==> config.mk <==
export PLATFORM = sky130hd
export DESIGN_NAME = bcd_hex_display_flat
export DESIGN_NICKNAME = d
export VERILOG_FILES = /design/src/rtl/bcd_hex_display_if.sv /design/src/rtl/bcd_hex_display.sv /design/src/flat_wrapper.sv
export SDC_FILE = /design/constraint.sdc
export NUM_CORES = 1
export LEC_CHECK = 0
export CORE_MARGIN = 3
export CORE_UTILIZATION = 35
export DETAILED_ROUTE_END_ITERATION = 8
export PLACE_DENSITY = 0.54
export RECOVER_POWER = 50
export SYNTH_ARGS = -nofsm -noshare
export SYNTH_HDL_FRONTEND = slang
export SYNTH_SLANG_ARGS = --single-unit
==> constraint.sdc <==
create_clock -name CLOCK_50 -period 1.8 [get_ports CLOCK_50]
set_input_delay 0.27 -clock CLOCK_50 [delete_from_list [all_inputs] [get_ports CLOCK_50]]
set_output_delay 0.27 -clock CLOCK_50 [all_outputs]
set_load 0.005 [all_outputs]
==> src/rtl/bcd_hex_display_if.sv <==
// =====================================================================
// bcd_hex_display_if: value handshake and display result bundle  Rev 1.0
// =====================================================================
`default_nettype none

interface bcd_hex_display_if #(
  parameter int WIDTH  = 8,
  parameter int DIGITS = 3
);
  logic                  in_valid;
  logic                  in_ready;
  logic [WIDTH-1:0]      value;
  logic                  blank_lz;
  logic                  done;
  logic                  overflow;
  logic [4*DIGITS-1:0]   bcd;
  logic [7*DIGITS-1:0]   HEX;

  modport master (
    output in_valid, value, blank_lz,
    input  in_ready, done, overflow, bcd, HEX
  );

  modport slave (
    input  in_valid, value, blank_lz,
    output in_ready, done, overflow, bcd, HEX
  );
endinterface

`default_nettype wire

==> src/rtl/bcd_hex_display.sv <==
// =====================================================================
// bcd_hex_display: serial binary-to-BCD + active-low 7-seg driver  Rev 1.0
// =====================================================================
`default_nettype none

module bcd_hex_display #(
  parameter int WIDTH  = 8,
  parameter int DIGITS = 3
) (
  input  logic                 CLOCK_50,
  input  logic                 resetn,
  bcd_hex_display_if.slave     bus
);

  localparam int c_NREQ = (WIDTH + 2) / 3 + 1;
  localparam int c_NI   = (c_NREQ > DIGITS) ? c_NREQ : DIGITS;
  localparam int c_SW   = 4 * c_NI + WIDTH;
  localparam int c_CW   = $clog2(WIDTH + 1);

  localparam logic [6:0] c_BLANK = 7'b1111111;
  localparam logic [6:0] c_DASH  = 7'b0111111;

  function automatic logic [63:0] f_pow10(input int n);
    logic [63:0] p;
    p = 64'd1;
    for (int i = 0; i < n; i++) p = p * 64'd10;
    return p;
  endfunction

  localparam logic [63:0] c_MAX = f_pow10(DIGITS) - 64'd1;

  function automatic logic [6:0] f_seg(input logic [3:0] d);
    case (d)
      4'd0:    f_seg = 7'b1000000;
      4'd1:    f_seg = 7'b1111001;
      4'd2:    f_seg = 7'b0100100;
      4'd3:    f_seg = 7'b0110000;
      4'd4:    f_seg = 7'b0011001;
      4'd5:    f_seg = 7'b0010010;
      4'd6:    f_seg = 7'b0000010;
      4'd7:    f_seg = 7'b1111000;
      4'd8:    f_seg = 7'b0000000;
      4'd9:    f_seg = 7'b0010000;
      default: f_seg = c_BLANK;
    endcase
  endfunction

  typedef enum logic [1:0] {
    S_IDLE   = 2'd0,
    S_CONV   = 2'd1,
    S_UPDATE = 2'd2
  } state_t;

  state_t               r_state;
  logic [c_SW-1:0]      r_shift;
  logic [c_CW-1:0]      r_cnt;
  logic                 r_blank;
  logic                 r_ovf_cap;
  logic                 r_ready;
  logic                 r_done;
  logic                 r_ovf;
  logic [4*DIGITS-1:0]  r_bcd;
  logic [7*DIGITS-1:0]  r_hex;

  logic [c_SW-1:0]      w_adj;
  logic [4*DIGITS-1:0]  w_bcd;
  logic [7*DIGITS-1:0]  w_hex;
  logic [63:0]          w_val64;
  logic                 w_ovf;
  logic                 w_seen;

  assign w_val64 = {{(64-WIDTH){1'b0}}, bus.value};
  assign w_ovf   = (w_val64 > c_MAX);

  // Register layout is {BCD digits, binary}; BCD nibbles sit above the binary part.
  always_comb begin
    w_adj = r_shift;
    for (int k = 0; k < c_NI; k++) begin
      if (r_shift[WIDTH+4*k +: 4] >= 4'd5)
        w_adj[WIDTH+4*k +: 4] = r_shift[WIDTH+4*k +: 4] + 4'd3;
    end
  end

  assign w_bcd = r_shift[WIDTH +: 4*DIGITS];

  // Scan from the top digit down so w_seen marks the first nonzero digit.
  always_comb begin
    w_hex  = '1;
    w_seen = 1'b0;
    for (int k = DIGITS - 1; k >= 0; k--) begin
      if (w_bcd[4*k +: 4] != 4'd0) w_seen = 1'b1;
      if (r_ovf_cap)
        w_hex[7*k +: 7] = c_DASH;
      else if (r_blank && !w_seen && (k != 0))
        w_hex[7*k +: 7] = c_BLANK;
      else
        w_hex[7*k +: 7] = f_seg(w_bcd[4*k +: 4]);
    end
  end

  always_ff @(posedge CLOCK_50 or negedge resetn) begin
    if (!resetn) begin
      r_state   <= S_IDLE;
      r_shift   <= '0;
      r_cnt     <= '0;
      r_blank   <= 1'b0;
      r_ovf_cap <= 1'b0;
      r_ready   <= 1'b1;
      r_done    <= 1'b0;
      r_ovf     <= 1'b0;
      r_bcd     <= '0;
      r_hex     <= '1;
    end else begin
      r_done <= 1'b0;
      case (r_state)
        S_IDLE: begin
          if (bus.in_valid) begin
            r_shift   <= {{(4*c_NI){1'b0}}, bus.value};
            r_cnt     <= c_CW'(WIDTH);
            r_blank   <= bus.blank_lz;
            r_ovf_cap <= w_ovf;
            r_ready   <= 1'b0;
            r_state   <= S_CONV;
          end
        end
        S_CONV: begin
          r_shift <= {w_adj[c_SW-2:0], 1'b0};
          r_cnt   <= r_cnt - 1'b1;
          if (r_cnt == c_CW'(1)) r_state <= S_UPDATE;
        end
        S_UPDATE: begin
          r_bcd   <= w_bcd;
          r_hex   <= w_hex;
          r_ovf   <= r_ovf_cap;
          r_done  <= 1'b1;
          r_ready <= 1'b1;
          r_state <= S_IDLE;
        end
        default: begin
          r_ready <= 1'b1;
          r_state <= S_IDLE;
        end
      endcase
    end
  end

  assign bus.in_ready = r_ready;
  assign bus.done     = r_done;
  assign bus.overflow = r_ovf;
  assign bus.bcd      = r_bcd;
  assign bus.HEX      = r_hex;

endmodule

`default_nettype wire

==> src/flat_wrapper.sv <==
// flat-port wrapper written by rule: the top's interface ports become plain ports
module bcd_hex_display_flat 
#(
  parameter int WIDTH  = 8,
  parameter int DIGITS = 3
)
  (CLOCK_50, resetn, bus_in_valid, bus_value, bus_blank_lz, bus_in_ready, bus_done, bus_overflow, bus_bcd, bus_HEX);
  bcd_hex_display_if #(.WIDTH(WIDTH), .DIGITS(DIGITS)) bus_i ();
  input  logic CLOCK_50;
  input  logic resetn;
  input wire logic [$bits(bus_i.in_valid)-1:0] bus_in_valid;
  input wire logic [$bits(bus_i.value)-1:0] bus_value;
  input wire logic [$bits(bus_i.blank_lz)-1:0] bus_blank_lz;
  output wire logic [$bits(bus_i.in_ready)-1:0] bus_in_ready;
  output wire logic [$bits(bus_i.done)-1:0] bus_done;
  output wire logic [$bits(bus_i.overflow)-1:0] bus_overflow;
  output wire logic [$bits(bus_i.bcd)-1:0] bus_bcd;
  output wire logic [$bits(bus_i.HEX)-1:0] bus_HEX;
  assign bus_i.in_valid = bus_in_valid;
  assign bus_i.value = bus_value;
  assign bus_i.blank_lz = bus_blank_lz;
  assign bus_in_ready = bus_i.in_ready;
  assign bus_done = bus_i.done;
  assign bus_overflow = bus_i.overflow;
  assign bus_bcd = bus_i.bcd;
  assign bus_HEX = bus_i.HEX;
  bcd_hex_display #(.WIDTH(WIDTH), .DIGITS(DIGITS)) u_core (.CLOCK_50(CLOCK_50), .resetn(resetn), .bus(bus_i));
endmodule
==> impl_metrics.yaml, run 1 <==
power:
  pwr-share-clk: 0.191
  p_per_area_mw_per_mm2: 1810
  swShare: 0.369
  pwr-share-seq: 0.353
  max-vdd-ir-drop_mv: 0.780
  p_comb_frac: 0.456
  p_leak_nw: 1.71
  p_int_mw: 4.60
  switchingPower_mw: 2.70
sta:
  finalHoldViolations: 0
  max_freq_ghz: 0.605
  final.min_clock_period_ns: 1.65
  maxSlewViolCount: 0
  finalSetupViolations: 0
  relSlewSlack: 0.437
  worst_slew_pin_slew_ns: 0.844
  tns_ns: 0
  clock-skew-final_ns: 0.00818
  final.period_utilization: 0.918
  finalWorstSetupSlack_ns: 0.147
  rsz0062_at_grt: "false"
worst_setup_path:
  r2r-end: "u_core.r_shift[9]$_DFFE_PN0P_"
  crit_arrival_ns: 1.38
  cp_max_fo: 2
  critPathSlowestCell: "dfstp_2"
  path_class: "reg2out"
  endpoint_kind: "output pin"
  crit_path_max_incr_delay_ns: 0.54
  rrSetupSlack_ns: 0.16
  crit_buf_inv: 1
  cp.required_ns: 1.53
  critPathTopFamily: "flip-flops"
  worstPathCellList: "clkdlybuf4s50_1"
  reg2reg_from: "u_core.r_shift[8]$_DFFE_PN0P_"
  reg2reg_depth: 6
  startpoint_type: "flop"
min_path:
  min_from: "u_core.bus.HEX[5]$_DFFE_PN1P_"
  hold_path_depth: 2
  min_to: "u_core.bus.HEX[5]$_DFFE_PN1P_"
  hold_class: "reg2reg"
drt:
  first_pass_iters: 4
  via_per_inst: 5.03
  routed_wirelength_um: 7200
  drc: 0
  drtIter0Drc: 121
  detail_route.wl_per_cell_um: 14.3
  vias: 2531
  postRouteAntennaNets: 0
logic_synthesis:
  syn_area_mm2: 0.00320
  ys_types: 41
  async_flop_share: 1.00
  synth_top_flop_cell: "dfrtp_1"
  synth_seq_cells: 62
  synth_top_area_share: 0.313
  synthCells: 336
  synth.net_count: 366
  avgSynthCellArea_um2: 9.53
  yosysTopAreaCell: "dfrtp_1"
  synth_warnings: 0
  synth-edff-count: 0
  netlist_top_cells_area: "dfrtp_1 31%, dfstp_2 18%, o21ai_0 7.2%"
  seq_area_frac_synth: 0.493
global_route:
  grt_use_total: 0.149
  grt_max_degree: 63
  antenna_found_initial: 0
  grt-ovfl-total: 0
  grt_pass1_wl_um: 12100
  grt_pass1_vias: 2440
clock_tree:
  clk_path_buf_depth: 2
  tritoncts: "done"
  clk_pin_slew_worst_paths_ns: 0.07
  cts-root-buf: "clkbuf_8"
  cts_buffers: 9
  cts_max_level: 3
  clk_latency_ns: 0.34
  cts.sinks: 62
flow_run:
  cap_violations: 0
placement:
  port_buffers: 46
  dp_slack_ns: 0.112
  hpwl_um: 5000
  place_congestion: 0.840
floorplan:
  die_x_um: 102
  fp.dieH_um: 102
  start_util: 0.364
  core_area_mm2: 0.00881
  ios: 48
  die-area_mm2: 0.0103
  fp-row-count: 34
layout:
  nNetsFinal: 420
  syn_to_final_growth_pct: 25.8
  diodes: 0
  drive_gt1_frac: 0.144
status:
  status: "finished clean"
through the flow:
step / power [mW] / utilization / instances / hold slack [ns] / area (um2)
after global routing: 7.94 / 0.457 / 503 / 0.501 / 4030
final: 7.30 / 0.457 / 503 / 0.472 / 4030
after floorplan: 4.57 / - / 336 / -0.0256 / 3200
after CTS: 7.39 / 0.460 / 503 / 0.477 / 4050
after detailed placement: 5.97 / 0.433 / 486 / 0.312 / 3810
after global placement: 5.91 / 0.433 / 486 / 0.310 / 3810
tightest hold or removal path: cells and delay by family, from the launching register on:
kind	cells	cell delay, ns
compound gates	1	0.05
flops	1	0.37
simple gates	1	0.05
flip-flops by register name (all words and copies together) (netlist names):
name	flops
u_core.bus.HEX	21
u_core.bus.in_ready	1
u_core.bus.bcd	12
u_core.r_blank	1
u_core.bus.done	1
u_core.r_shift	20
u_core.r_cnt	4
u_core.r_state	2
cell families after synthesis:
kind of cell,synth area share
xor+xnor,0.00821
mux,0.0133
fa+ha+maj,0.0703
compound gates,0.217
simple gates,0.140
buf+inv,0.0571
flops,0.493
other cells,0.00117
how the worst max path moves through the flow:
stage	from	end	cells past startpoint
floorplan	u_core.r_shift[17]$_DFFE_PN0P_	u_core.r_shift[19]$_DFFE_PN0P_	6
global placement	u_core.r_shift[16]$_DFFE_PN0P_	u_core.bus.HEX[12]$_DFFE_PN1P_	6
detailed placement	u_core.r_shift[16]$_DFFE_PN0P_	u_core.bus.HEX[9]$_DFFE_PN1P_	6
CTS	u_core.r_shift[16]$_DFFE_PN0P_	u_core.bus.HEX[12]$_DFFE_PN1P_	6
global route	u_core.r_shift[12]$_DFFE_PN0P_	u_core.r_shift[13]$_DFFE_PN0P_	6
finish	u_core.bus.HEX[1]$_DFFE_PN1P_	bus_HEX[1]	1
routing by layer:
layer / vias to the layer above / routed length (um) / GRT usage
met4: 0 / 87 / 0.0583
met5: - / 0 / 0
met3: 7 / 360 / 0.0324
li1: 1277 / - / -
met2: 62 / 3090 / 0.221
met1: 1185 / 3660 / 0.211
placed cells by master, fill, tap and decap left out, types with 3 or more instances in the layout:
master / n
o311ai_0: 4
o22a_1: 6
a21oi_1: 27
dfstp_2: 22
dfrtp_1: 40
a22o_1: 4
clkbuf_1: 3
a22oi_1: 8
clkdlybuf4s50_1: 45
nor2_1: 13
o21ai_0: 46
nor3_1: 3
buf_4: 14
o211ai_1: 4
nand3_1: 4
xnor2_1: 3
ha_1: 17
clkbuf_8: 11
nand2b_1: 9
inv_1: 15
nor2b_1: 12
o31ai_1: 3
nand2_1: 46
a31oi_1: 4
synthesized netlist by cell type, types with 4 or more instances:
library cell and instances:
dfrtp_1 40, dfstp_2 22, nor2_1 13, o311ai_0 4, ha_1 18, nand2b_1 9, nand2_1 46, o22a_1 6
o211ai_1 4, o21ai_0 46, a22oi_1 8, nor2b_1 12, a31oi_1 4, inv_1 14, a21oi_1 27, nand3_1 4
a22o_1 4, buf_2 14
power groups by stage:
| stage | clock, mW | combinational, mW | sequential (mW) |
|---|---|---|---|
| final | 1.39 | 3.33 | 2.58 |
| after global routing | 1.50 | 3.75 | 2.68 |
| after CTS | 1.43 | 3.38 | 2.59 |
| after global placement | 0 | 3.32 | 2.60 |
| after floorplan | 0 | 2.06 | 2.51 |
| after detailed placement | 0 | 3.36 | 2.61 |
area by class of cell:
class                   instances  area, um2
clock buffers                  12        155
clock inverters                 4       70.1
fillers                       873       4780
inverters                      15       56.3
multi-input cells             237       1440
flip-flops and latches         62       1580
well taps                     108        135
repair buffers                 65        591
what timing repair did:
action | CTS | global route
hold buffers | 1 | 0
resized for setup | 0 | 2
endpoints found under the setup margin | 0 | 3
setup buffers | 0 | 0
endpoints found under the hold margin | 40 | 0
Note: power is estimated with default switching activity, not from simulation.
==> run 2: changes to the inputs <==
--- a/config.mk
+++ b/config.mk
@@ -8,6 +8,7 @@
 export CORE_MARGIN = 3
 export CORE_UTILIZATION = 35
 export DETAILED_ROUTE_END_ITERATION = 8
+export HOLD_SLACK_MARGIN = 0.06
 export PLACE_DENSITY = 0.54
 export RECOVER_POWER = 50
 export SYNTH_ARGS = -nofsm -noshare
==> results of run 2 <==
No change in the layout: final DEF, timing and power equal those of run 1.
==> run 3: changes to the inputs <==
--- a/config.mk
+++ b/config.mk
@@ -6,10 +6,10 @@
 export NUM_CORES = 1
 export LEC_CHECK = 0
 export CORE_MARGIN = 3
-export CORE_UTILIZATION = 35
+export CORE_UTILIZATION = 40
 export DETAILED_ROUTE_END_ITERATION = 8
 export HOLD_SLACK_MARGIN = 0.06
-export PLACE_DENSITY = 0.54
+export PLACE_DENSITY = 0.6
 export RECOVER_POWER = 50
 export SYNTH_ARGS = -nofsm -noshare
 export SYNTH_HDL_FRONTEND = slang
==> run 3 against run 2 <==
Against the previous run:
- non-clock buffer count did not move
- flip-flop and latch count did not move
- first-iteration DRC count fell by 26%
- sequential power barely moved
- register-to-register slack barely moved
- worst setup slack improved by 0.0069 ns
- sequential share of layout area rose by 0.64 points
- power fell by 4.8%
- wire length fell by 4.0%
- clock power fell by 23%
- design area fell by 1.6%
- largest cell class unchanged
==> impl_metrics.yaml, run 3 (synthesized netlist as in run 1, its figures left out) <==
status:
  status: "finished clean"
clock_tree:
  cts_max_level: 3
  tritoncts: "done"
  cts.sinks: 62
  clk_pin_slew_worst_paths_ns: 0.07
  cts-root-buf: "clkbuf_8"
  cts_buffers: 9
  clk_path_buf_depth: 2
  clk_latency_ns: 0.33
worst_setup_path:
  crit_arrival_ns: 1.38
  cp_max_fo: 2
  cp.required_ns: 1.53
  worstPathCellList: "clkdlybuf4s50_1"
  crit_buf_inv: 1
  critPathTopFamily: "flip-flops"
  crit_path_max_incr_delay_ns: 0.55
  endpoint_kind: "output pin"
  critPathSlowestCell: "dfstp_2"
  path_class: "reg2out"
  startpoint_type: "flop"
sta:
  worst_slew_pin_slew_ns: 0.927
  max_freq_ghz: 0.608
  clock-skew-final_ns: 0.00889
  finalHoldViolations: 0
  relSlewSlack: 0.382
  finalSetupViolations: 0
  tns_ns: 0
  final.period_utilization: 0.914
  maxSlewViolCount: 0
  rsz0062_at_grt: "false"
  final.min_clock_period_ns: 1.65
  finalWorstSetupSlack_ns: 0.154
  hold_slack_ns: 0.472
layout:
  nNetsFinal: 420
  mostFrequentLayoutCells: "46 x nand2_1, 46 x o21ai_0, 44 x clkdlybuf4s50_1"
  largest_reg_flops: 21
  drive_gt1_frac: 0.142
  syn_to_final_growth_pct: 23.7
  design_area_mm2: 0.00396
  diodes: 0
  fill_cells: 701
drt:
  via_per_inst: 5.11
  drtIter0Drc: 90
  vias: 2523
  routed_wirelength_um: 6910
  postRouteAntennaNets: 0
  detail_route.wl_per_cell_um: 14.0
  first_pass_iters: 4
  drc: 0
placement:
  place_congestion: 0.857
  port_buffers: 46
  hpwl_um: 4960
  placed_area_mm2: 0.00380
  dp_slack_ns: 0.118
global_route:
  met1_usage: 0.249
  use_met2: 0.233
  grt-ovfl-total: 0
  antenna_found_initial: 0
  grt_max_degree: 48
  grt_use_total: 0.164
  grt_pass1_wl_um: 11700
  grt_pass1_vias: 2365
  met3_usage: 0.0292
  grt_busiest_layer: "met1"
floorplan:
  core_area_mm2: 0.00752
  die-area_mm2: 0.00911
  fp-row-count: 31
  die_x_um: 95.5
  start_util: 0.426
  fp.dieH_um: 95.5
  ios: 48
power:
  finalPower_mw: 6.95
  max-vdd-ir-drop_mv: 0.530
  p_leak_nw: 1.67
  p_per_area_mw_per_mm2: 1750
min_path:
  hold_class: "reg2reg"
flow_run:
  cap_violations: 0
## run 3: layout make-up
type | instances | area, um2 | share of cell area
multi-input cells | 237 | 1440 | 0.363
flip-flops and latches | 62 | 1580 | 0.399
clock buffers | 10 | 138 | 0.0347
inverters | 15 | 56.3 | 0.0142
well taps | 99 | 124 | 0.0313
clock inverters | 6 | 37.5 | 0.00948
repair buffers | 65 | 589 | 0.149
## run 3: repair_timing
item / CTS / global route
hold buffers: 1 / 0
endpoints found under the hold margin: 9 / 0
buffers inserted: 0 / 0
setup endpoints to repair: 0 / 4
resized for setup: 0 / 2
## run 3: worst register-to-register path: stages (launching register included)
cell and delay, ns:
dfrtp_1 0.43, inv_1 0.14, ha_1 0.27, and2_2 0.22, a41o_1 0.28, a21oi_1 0.06
o21ai_0 0.15
## run 3: power breakdown
part           internal [mW]  total, mW  switching [mW]
Sequential              2.11       2.59           0.475
Clock                  0.529       1.07           0.542
Combinational           1.63       3.29            1.66
Total                   4.27       6.95            2.68
## run 3: final timing paths
| kind | startpoint | end | slack [ns] | cells after the start |
|---|---|---|---|---|
| worst min-delay path | u_core.bus.HEX[5]$_DFFE_PN1P_ | u_core.bus.HEX[5]$_DFFE_PN1P_ | 0.47 | 2 |
| worst max register to register | u_core.r_shift[16]$_DFFE_PN0P_ | u_core.bus.HEX[12]$_DFFE_PN1P_ | 0.17 | 6 |
| min in group asynchronous | resetn | u_core.r_cnt[0]$_DFFE_PN0P_ | 0.59 | 2 |
| worst max-delay path | u_core.bus.HEX[8]$_DFFE_PN1P_ | bus_HEX[8] | 0.15 | 1 |
| max in group asynchronous | resetn | u_core.bus.HEX[9]$_DFFE_PN1P_ | 0.26 | 3 |
| worst min register to register | u_core.bus.HEX[5]$_DFFE_PN1P_ | u_core.bus.HEX[5]$_DFFE_PN1P_ | 0.47 | 2 |
## run 3: stage by stage
stage / cells / utilization
2_1_floorplan: 336 / -
3_3_place_gp: 477 / 0.505
3_5_place_dp: 477 / 0.505
4_1_cts: 494 / 0.530
5_1_grt: 494 / 0.526
6_report: 494 / 0.526
## run 3: per-layer routing
metal	vias up	wire length (um)
met5	-	0
met4	0	78
met3	9	306
met2	68	2870
met1	1171	3660
li1	1275	-
